==> src/rtl/pipe_ctrl_pkg.sv <==
// pipe_ctrl_pkg: encodings, control bundle layout and helpers shared by the MIPS pipeline control unit
package pipe_ctrl_pkg;
  localparam logic [5:0] OP_SPECIAL = 6'h00;
  localparam logic [5:0] OP_J       = 6'h02;
  localparam logic [5:0] OP_JAL     = 6'h03;
  localparam logic [5:0] OP_BEQ     = 6'h04;
  localparam logic [5:0] OP_BNE     = 6'h05;
  localparam logic [5:0] OP_ADDIU   = 6'h09;
  localparam logic [5:0] OP_ORI     = 6'h0d;
  localparam logic [5:0] OP_LUI     = 6'h0f;
  localparam logic [5:0] OP_LW      = 6'h23;
  localparam logic [5:0] OP_SW      = 6'h2b;

  localparam logic [5:0] FN_JR    = 6'h08;
  localparam logic [5:0] FN_JALR  = 6'h09;
  localparam logic [5:0] FN_MFHI  = 6'h10;
  localparam logic [5:0] FN_MFLO  = 6'h12;
  localparam logic [5:0] FN_MULT  = 6'h18;
  localparam logic [5:0] FN_MULTU = 6'h19;
  localparam logic [5:0] FN_DIV   = 6'h1a;
  localparam logic [5:0] FN_DIVU  = 6'h1b;
  localparam logic [5:0] FN_ADDU  = 6'h21;
  localparam logic [5:0] FN_SUBU  = 6'h23;
  localparam logic [5:0] FN_SLT   = 6'h2a;

  typedef enum logic [1:0] {NPC_PC4, NPC_BR, NPC_J, NPC_JR} npc_sel_e;
  typedef enum logic [1:0] {EXT_ZERO, EXT_SIGN, EXT_LUI} ext_e;
  typedef enum logic [2:0] {ALU_ADD, ALU_SUB, ALU_OR, ALU_SLT, ALU_LUI} alu_e;
  typedef enum logic [1:0] {DS_ALU, DS_DM, DS_PC8, DS_MD} ds_e;
  typedef enum logic [2:0] {MD_NONE, MD_MULT, MD_MULTU, MD_DIV, MD_DIVU, MD_MFHI, MD_MFLO} md_e;

  typedef struct packed {
    npc_sel_e    npc_sel;
    logic        npc_op;
    ext_e        ext_op;
    logic        alu_src;
    alu_e        alu_op;
    logic        mem_write;
    ds_e         data_src;
    logic        reg_write;
    md_e         md_op;
    logic [4:0]  a3;
    logic [1:0]  tnew;
  } ctrl_t;

  localparam int CTRL_W = $bits(ctrl_t);

  localparam int OFF_TNEW    = 0;
  localparam int OFF_A3      = 2;
  localparam int OFF_MD_OP   = 7;
  localparam int OFF_RW      = 10;
  localparam int OFF_DS      = 11;
  localparam int OFF_MW      = 13;
  localparam int OFF_ALU_OP  = 14;
  localparam int OFF_ALU_SRC = 17;
  localparam int OFF_EXT     = 18;
  localparam int OFF_NPC_OP  = 20;
  localparam int OFF_NPC_SEL = 21;

  localparam ctrl_t CTRL_NOP = '0;

  localparam logic [1:0] FWD_RF = 2'd0;
  localparam logic [1:0] FWD_W  = 2'd1;
  localparam logic [1:0] FWD_M  = 2'd2;
  localparam logic [1:0] FWD_E  = 2'd3;

  localparam logic [1:0] TUSE_0    = 2'd0;
  localparam logic [1:0] TUSE_1    = 2'd1;
  localparam logic [1:0] TUSE_2    = 2'd2;
  localparam logic [1:0] TUSE_NONE = 2'd3;

  localparam logic [1:0] TNEW_0   = 2'd0;
  localparam logic [1:0] TNEW_ALU = 2'd1;
  localparam logic [1:0] TNEW_LW  = 2'd2;

  function automatic logic hit(ctrl_t c, logic [4:0] r);
    return c.reg_write && c.a3 == r && r != 5'd0;
  endfunction

  function automatic logic [1:0] tdec(logic [1:0] t);
    return t == 2'd0 ? 2'd0 : t - 2'd1;
  endfunction
endpackage

==> src/rtl/pipe_ctrl_decode.sv <==
// ctrl_decode: combinational ID-stage decode of one instruction into control bundle, source regs and Tuse
module ctrl_decode
  import pipe_ctrl_pkg::*;
(
  input  logic [31:0] instr,
  output ctrl_t       ctrl,
  output logic [4:0]  src_rs,
  output logic [4:0]  src_rt,
  output logic [1:0]  tuse_rs,
  output logic [1:0]  tuse_rt,
  output logic        illegal
);
  logic [5:0] op, fn;
  logic [4:0] rs, rt, rd;
  assign op = instr[31:26];
  assign rs = instr[25:21];
  assign rt = instr[20:16];
  assign rd = instr[15:11];
  assign fn = instr[5:0];
  // Unused source fields read as $0 so hazard and forward logic never match on them
  assign src_rs = tuse_rs == TUSE_NONE ? 5'd0 : rs;
  assign src_rt = tuse_rt == TUSE_NONE ? 5'd0 : rt;
  always_comb begin
    ctrl    = CTRL_NOP;
    tuse_rs = TUSE_NONE;
    tuse_rt = TUSE_NONE;
    illegal = 1'b0;
    case (op)
      OP_SPECIAL: case (fn)
        FN_ADDU, FN_SUBU, FN_SLT: begin
          ctrl.alu_op    = fn == FN_ADDU ? ALU_ADD : (fn == FN_SUBU ? ALU_SUB : ALU_SLT);
          ctrl.reg_write = 1'b1;
          ctrl.a3        = rd;
          ctrl.tnew      = TNEW_ALU;
          tuse_rs        = TUSE_1;
          tuse_rt        = TUSE_1;
        end
        FN_JR: begin
          ctrl.npc_sel = NPC_JR;
          tuse_rs      = TUSE_0;
        end
        FN_JALR: begin
          ctrl.npc_sel   = NPC_JR;
          ctrl.data_src  = DS_PC8;
          ctrl.reg_write = 1'b1;
          ctrl.a3        = rd;
          ctrl.tnew      = TNEW_0;
          tuse_rs        = TUSE_0;
        end
        FN_MULT, FN_MULTU, FN_DIV, FN_DIVU: begin
          ctrl.md_op = md_e'({1'b0, fn[1:0]} + 3'd1);
          tuse_rs    = TUSE_1;
          tuse_rt    = TUSE_1;
        end
        FN_MFHI, FN_MFLO: begin
          ctrl.md_op     = fn == FN_MFHI ? MD_MFHI : MD_MFLO;
          ctrl.data_src  = DS_MD;
          ctrl.reg_write = 1'b1;
          ctrl.a3        = rd;
          ctrl.tnew      = TNEW_ALU;
        end
        default: illegal = instr != 32'd0;
      endcase
      OP_BEQ, OP_BNE: begin
        ctrl.npc_sel = NPC_BR;
        ctrl.npc_op  = op[0];
        ctrl.ext_op  = EXT_SIGN;
        tuse_rs      = TUSE_0;
        tuse_rt      = TUSE_0;
      end
      OP_ADDIU, OP_ORI: begin
        ctrl.ext_op    = op == OP_ADDIU ? EXT_SIGN : EXT_ZERO;
        ctrl.alu_op    = op == OP_ADDIU ? ALU_ADD : ALU_OR;
        ctrl.alu_src   = 1'b1;
        ctrl.reg_write = 1'b1;
        ctrl.a3        = rt;
        ctrl.tnew      = TNEW_ALU;
        tuse_rs        = TUSE_1;
      end
      OP_LUI: begin
        ctrl.ext_op    = EXT_LUI;
        ctrl.alu_op    = ALU_LUI;
        ctrl.alu_src   = 1'b1;
        ctrl.reg_write = 1'b1;
        ctrl.a3        = rt;
        ctrl.tnew      = TNEW_ALU;
      end
      OP_LW: begin
        ctrl.ext_op    = EXT_SIGN;
        ctrl.alu_src   = 1'b1;
        ctrl.data_src  = DS_DM;
        ctrl.reg_write = 1'b1;
        ctrl.a3        = rt;
        ctrl.tnew      = TNEW_LW;
        tuse_rs        = TUSE_1;
      end
      OP_SW: begin
        ctrl.ext_op    = EXT_SIGN;
        ctrl.alu_src   = 1'b1;
        ctrl.mem_write = 1'b1;
        tuse_rs        = TUSE_1;
        tuse_rt        = TUSE_2;
      end
      OP_J: ctrl.npc_sel = NPC_J;
      OP_JAL: begin
        ctrl.npc_sel   = NPC_J;
        ctrl.data_src  = DS_PC8;
        ctrl.reg_write = 1'b1;
        ctrl.a3        = 5'd31;
        ctrl.tnew      = TNEW_0;
      end
      default: illegal = 1'b1;
    endcase
  end
endmodule

==> src/rtl/pipe_ctrl.sv <==
// pipe_ctrl: E/M/W control registers, Tuse/Tnew hazard detection, forwarding selects and mult/div busy window
module pipe_ctrl
  import pipe_ctrl_pkg::*;
#(
  parameter int MULT_LAT = 5,
  parameter int DIV_LAT  = 10,
  parameter int FWD_EN   = 1
) (
  input  logic              clk,
  input  logic              reset_n,
  input  logic [31:0]       instr_D,
  input  logic              mem_wait,
  output logic              stall_D,
  output logic              illegal_D,
  output logic [CTRL_W-1:0] ctrl_E,
  output logic [CTRL_W-1:0] ctrl_M,
  output logic [CTRL_W-1:0] ctrl_W,
  output logic [1:0]        fwd_rs_D,
  output logic [1:0]        fwd_rt_D,
  output logic [1:0]        fwd_rs_E,
  output logic [1:0]        fwd_rt_E,
  output logic              fwd_rt_M,
  output logic              md_start,
  output logic              md_busy
);
  localparam int CW = $clog2((MULT_LAT > DIV_LAT ? MULT_LAT : DIV_LAT) + 1);

  ctrl_t          dec_c, e_q, e_d, m_q, m_d, w_q, w_d;
  logic [4:0]     src_rs, src_rt, rs_e_q, rs_e_d, rt_e_q, rt_e_d, rt_m_q, rt_m_d;
  logic [1:0]     tuse_rs, tuse_rt;
  logic [CW-1:0]  cnt_q, cnt_d;
  logic           data_hz, md_hz;

  ctrl_decode u_dec (
    .instr   (instr_D),
    .ctrl    (dec_c),
    .src_rs  (src_rs),
    .src_rt  (src_rt),
    .tuse_rs (tuse_rs),
    .tuse_rt (tuse_rt),
    .illegal (illegal_D)
  );

  // Without forwarding any in-flight writer in E or M blocks; W is covered by write-first RF
  function automatic logic hz(ctrl_t e, ctrl_t m, logic [4:0] r, logic [1:0] tuse);
    if (FWD_EN == 0) return hit(e, r) || hit(m, r);
    return hit(e, r) ? e.tnew > tuse : hit(m, r) && m.tnew > tuse;
  endfunction

  function automatic logic [1:0] fwd_d(ctrl_t e, ctrl_t m, ctrl_t w, logic [4:0] r);
    return hit(e, r) ? ((e.tnew == 2'd0 && e.data_src == DS_PC8) ? FWD_E : FWD_RF) :
           hit(m, r) ? (m.tnew == 2'd0 ? FWD_M : FWD_RF) :
           hit(w, r) ? FWD_W : FWD_RF;
  endfunction

  function automatic logic [1:0] fwd_e(ctrl_t m, ctrl_t w, logic [4:0] r);
    return hit(m, r) ? (m.tnew == 2'd0 ? FWD_M : FWD_RF) : hit(w, r) ? FWD_W : FWD_RF;
  endfunction

  always_comb begin
    data_hz  = hz(e_q, m_q, src_rs, tuse_rs) || hz(e_q, m_q, src_rt, tuse_rt);
    md_start = e_q.md_op inside {MD_MULT, MD_MULTU, MD_DIV, MD_DIVU} && !mem_wait;
    md_busy  = md_start || cnt_q != '0;
    md_hz    = dec_c.md_op != MD_NONE && md_busy;
    stall_D  = data_hz || md_hz;
    fwd_rs_D = FWD_EN != 0 ? fwd_d(e_q, m_q, w_q, src_rs) : FWD_RF;
    fwd_rt_D = FWD_EN != 0 ? fwd_d(e_q, m_q, w_q, src_rt) : FWD_RF;
    fwd_rs_E = FWD_EN != 0 ? fwd_e(m_q, w_q, rs_e_q) : FWD_RF;
    fwd_rt_E = FWD_EN != 0 ? fwd_e(m_q, w_q, rt_e_q) : FWD_RF;
    fwd_rt_M = FWD_EN != 0 && hit(w_q, rt_m_q);
  end

  // The busy counter runs on every edge, even while mem_wait freezes the pipe
  always_comb begin
    cnt_d = md_start ? (e_q.md_op inside {MD_DIV, MD_DIVU} ? CW'(DIV_LAT) : CW'(MULT_LAT)) :
            (cnt_q != '0 ? cnt_q - CW'(1) : cnt_q);
    e_d    = mem_wait ? e_q : (stall_D ? CTRL_NOP : dec_c);
    rs_e_d = mem_wait ? rs_e_q : (stall_D ? 5'd0 : src_rs);
    rt_e_d = mem_wait ? rt_e_q : (stall_D ? 5'd0 : src_rt);
    m_d      = e_q;
    m_d.tnew = tdec(e_q.tnew);
    if (mem_wait) m_d = m_q;
    rt_m_d   = mem_wait ? rt_m_q : rt_e_q;
    w_d      = m_q;
    w_d.tnew = tdec(m_q.tnew);
    if (mem_wait) w_d = w_q;
  end

  always_ff @(posedge clk or negedge reset_n) begin
    if (!reset_n) begin
      e_q    <= CTRL_NOP;
      m_q    <= CTRL_NOP;
      w_q    <= CTRL_NOP;
      rs_e_q <= '0;
      rt_e_q <= '0;
      rt_m_q <= '0;
      cnt_q  <= '0;
    end else begin
      e_q    <= e_d;
      m_q    <= m_d;
      w_q    <= w_d;
      rs_e_q <= rs_e_d;
      rt_e_q <= rt_e_d;
      rt_m_q <= rt_m_d;
      cnt_q  <= cnt_d;
    end
  end

  assign ctrl_E = e_q;
  assign ctrl_M = m_q;
  assign ctrl_W = w_q;
endmodule
==> config.mk <==
export PLATFORM = sky130hd
export DESIGN_NAME = pipe_ctrl
export DESIGN_NICKNAME = d
export VERILOG_FILES = /design/src/rtl/pipe_ctrl_pkg.sv /design/src/rtl/pipe_ctrl_decode.sv /design/src/rtl/pipe_ctrl.sv
export SDC_FILE = /design/constraint.sdc
export NUM_CORES = 1
export LEC_CHECK = 0
export ABC_AREA = 1
export CORE_UTILIZATION = 45
export CTS_CLUSTER_SIZE = 25
export DETAILED_ROUTE_END_ITERATION = 16
export PLACE_DENSITY = 0.71
export SLEW_MARGIN = 20
export SYNTH_ARGS = -nofsm -noshare
export SYNTH_HDL_FRONTEND = slang
export SYNTH_SLANG_ARGS = --single-unit
==> constraint.sdc <==
create_clock -name clk -period 4.05 [get_ports clk]
set_clock_uncertainty 0.15 [all_clocks]
set_input_delay 0.81 -clock clk [delete_from_list [all_inputs] [get_ports clk]]
set_output_delay 0.81 -clock clk [all_outputs]
set_load 0.02 [all_outputs]
==> results_dict.tcl, run 1 <==
set metrics [dict create \
    worst-slew-pin-transition_ps 705 \
    syn_inst 801 \
    dominantRegCellSynth "dfrtp_1" \
    cap_violations 0 \
    outcome "finished, final reports clean" \
    fmax_mhz 255 \
    wl_mm 17.9 \
    cts_hold_buffers 0 \
    gp_congestion 0.905 \
    cts_buffer_depth 2 \
    synth_seq_cells 88 \
    grt_pass1_vias 5884 \
    vias_per_cell 5.30 \
    path_clk_slew_ps 70 \
    critPathMaxStageDelay_ps 290 \
    fin_nets 1031 \
    cp_cell_sequence "buf_2 > inv_2 > ha_2 > inv_1 > nand2_1 > nand3_2 > nand4_1 > nand2_2 > nand2_4 > bufbuf_16 > nand3_1 > nand2_1 > nor2_1 > nand3_2 > buf_4 > nor2_4 > nor2_4 > nand3_1 > buf_6" \
    cts_sinks 88 \
    cts-root-buf "clkbuf_16" \
    fill_cells 1147 \
    cp.arrival_ps 2960 \
    io_pins 117 \
    async_reset_ff_share_pct 100 \
    route.vias.total 6139 \
    synth_edf_count 0 \
    overflow 0 \
    hold_path.class "reg -> reg" \
    cp-end-kind "output pin" \
    drive_gt1_share_pct 18.5 \
    leakagePower_nw 3.97 \
    instances_no_fill 1159 \
    final_common_cell "nand2_1" \
    fin_area_um2 8110 \
    wl_per_cell_um 15.4 \
    clk_latency_ps 340 \
    critPathMaxFanout 9 \
    synth_nets 850 \
    period_share_pct 96.8 \
    criticalPathCategory "in -> out" \
    syn2layout_area_growth_pct 40.1 \
    htreeDepth 3 \
    setup_violations 0 \
    cp.required_ps 3090 \
    diodes 0 \
    die_w_um 115 \
    fin_util_pct 64.5 \
    syn_area_um2 5780 \
    drtPass1Iterations 6 \
    cts_tree "yes" \
    dp_cells 1134 \
    ir_worst_vdd_mv 0.211 \
    startpoint_type "primary input" \
    crit_path_top_delay_cell "bufbuf_16" \
    grt_max_degree 71 \
    drc 0 \
    dpl_cell_area_um2 7560 \
    syn_avg_cell_area_um2 7.22 \
    die_h_um 115 \
    yosys_warnings 0 \
    grt_pass1_wl_mm 29.3 \
    rsz0062_at_grt "no" \
    dp_hpwl_mm 12.9 \
    rows 41 \
    grt_usage_pct 28.0 \
    seq_area_frac_synth_pct 38.1 \
    drt_first_iter_violations 596 \
    ff2ff_path_depth 10 \
    ant_nets 0 \
    hold_viol_final 0 \
    maxSlewViolCount 0 \
    port_buffers 116 \
    synthDistinctLibCells 45 \
    p_per_area_nw_per_um2 286 \
    fp.coreArea_um2 12600 \
    layout_min_cycle_time_ps 3920 \
    worstHoldPathCells 2 \
    initial_utilization_pct 46.0 \
    max_slew_margin_pct 52.6 \
    cts_buffers 9 \
    die-area_um2 13300 \
    most-common-layout-cells "243 x nand2_1, 96 x clkdlybuf4s50_1, 88 x dfrtp_1" \
    antenna_found_initial 0 \
]
-- worst max-delay path: cells and delay by family --
| family | cells | cell delay (ps) |
|---|---|---|
| buffers and inverters | 6 | 870 |
| and+or+nand+nor | 12 | 1100 |
| adders and majority gates | 1 | 190 |
-- final cells by class --
cell class,count,area [um^2],area share [%]
Clock inverter,7,111,1.37
Inverter,82,308,3.80
Clock buffer,9,225,2.78
Sequential cell,88,2200,27.2
Tap cell,172,215,2.66
Timing Repair Buffer,206,1870,23.1
Multi-Input combinational cell,595,3170,39.1
-- worst paths after layout --
| check | from | endpoint | slack [ps] |
|---|---|---|---|
| setup reg to reg | ctrl_M[6]$_DFFE_PN0N_ | ctrl_E[15]$_DFFE_PN0N_ | 1760 |
| hold / removal | ctrl_W[13]$_DFFE_PN0N_ | ctrl_W[13]$_DFFE_PN0N_ | 330 |
| hold reg to reg | ctrl_W[13]$_DFFE_PN0N_ | ctrl_W[13]$_DFFE_PN0N_ | 330 |
| min in group asynchronous | reset_n | ctrl_W[13]$_DFFE_PN0N_ | 340 |
| setup / recovery | instr_D[0] | stall_D | 130 |
| max in group asynchronous | reset_n | ctrl_W[20]$_DFFE_PN0N_ | 2680 |
-- synthesized netlist by cell type (3+ instances only) --
| cell type | n | area [um^2] |
|---|---|---|
| o21ai_0 | 58 | 290 |
| nand2_1 | 247 | 927 |
| inv_2 | 7 | 26.3 |
| nor3_1 | 6 | 30.0 |
| buf_4 | 5 | 37.5 |
| a31oi_1 | 3 | 18.8 |
| a211oi_1 | 3 | 22.5 |
| nand4_1 | 49 | 307 |
| nand2_2 | 4 | 25.0 |
| nand2_4 | 6 | 67.6 |
| a21oi_1 | 19 | 95.1 |
| dfrtp_1 | 88 | 2200 |
| o22ai_1 | 7 | 43.8 |
| xnor2_1 | 4 | 35.0 |
| inv_1 | 75 | 282 |
| ha_1 | 14 | 175 |
| clkbuf_1 | 21 | 78.8 |
| xor2_1 | 6 | 52.6 |
| nor2_2 | 7 | 43.8 |
| nor2_4 | 4 | 45.0 |
| buf_6 | 8 | 90.1 |
| nand3_2 | 7 | 70.1 |
| nand3_1 | 43 | 215 |
| nor2_1 | 73 | 274 |
| nor4_1 | 13 | 81.3 |
-- power breakdown --
| group | internal (mW) | total [mW] | switching, mW |
|---|---|---|---|
| logic | 0.182 | 0.422 | 0.240 |
| clock network | 0.554 | 0.947 | 0.392 |
| registers | 0.917 | 0.949 | 0.0320 |
-- state kept, by name, summed over array words and instances (netlist names) --
register,count
ctrl_E,23
rt_e_q,5
rt_m_q,5
cnt_q,4
rs_e_q,5
ctrl_M,23
ctrl_W,23
-- metal layers --
metal | vias up | track usage (%) | share of wire, %
met5 | - | 0 | 0
met4 | 0 | 8.31 | 2.0
met3 | 34 | 4.48 | 6.0
met2 | 237 | 45.1 | 47
met1 | 2852 | 38.8 | 45
li1 | 3016 | - | -
-- stage by stage --
stage	setup TNS (ps)	hold slack, ps	total power, mW	worst slack (ps)
2_1_floorplan	0	303	1.19	200
3_3_place_gp	-3370	314	1.37	-708
3_5_place_dp	-3840	314	1.37	-770
4_1_cts	0	334	2.32	8.23
5_1_grt	0	354	2.42	8.48
6_report	0	332	2.32	128
-- logic make-up after synthesis --
| group | count (synthesis) | synth area share [%] |
|---|---|---|
| AND/OR/NAND/NOR | 470 | 38.3 |
| adder cells (fa/ha/maj) | 14 | 3.03 |
| buffers and inverters | 118 | 9.30 |
| AO/OA/AOI/OAI | 101 | 9.78 |
| flip-flops | 88 | 38.1 |
| XOR/XNOR | 10 | 1.51 |
-- repair_timing --
item,in CTS,in global routing
cloned,2,0
buffers inserted,6,1
pin swaps,10,14
endpoints found under the setup margin,6,6
resized for setup,49,33
Power figures use the tool's default switching activity.
==> run 2: changes to the inputs <==
--- a/config.mk
+++ b/config.mk
@@ -7,10 +7,8 @@
 export LEC_CHECK = 0
 export ABC_AREA = 1
 export CORE_UTILIZATION = 45
-export CTS_CLUSTER_SIZE = 25
 export DETAILED_ROUTE_END_ITERATION = 16
 export PLACE_DENSITY = 0.71
-export SLEW_MARGIN = 20
 export SYNTH_ARGS = -nofsm -noshare
 export SYNTH_HDL_FRONTEND = slang
 export SYNTH_SLANG_ARGS = --single-unit
==> results of run 2 <==
The final DEF is identical to that of run 1; final timing and power are the same.
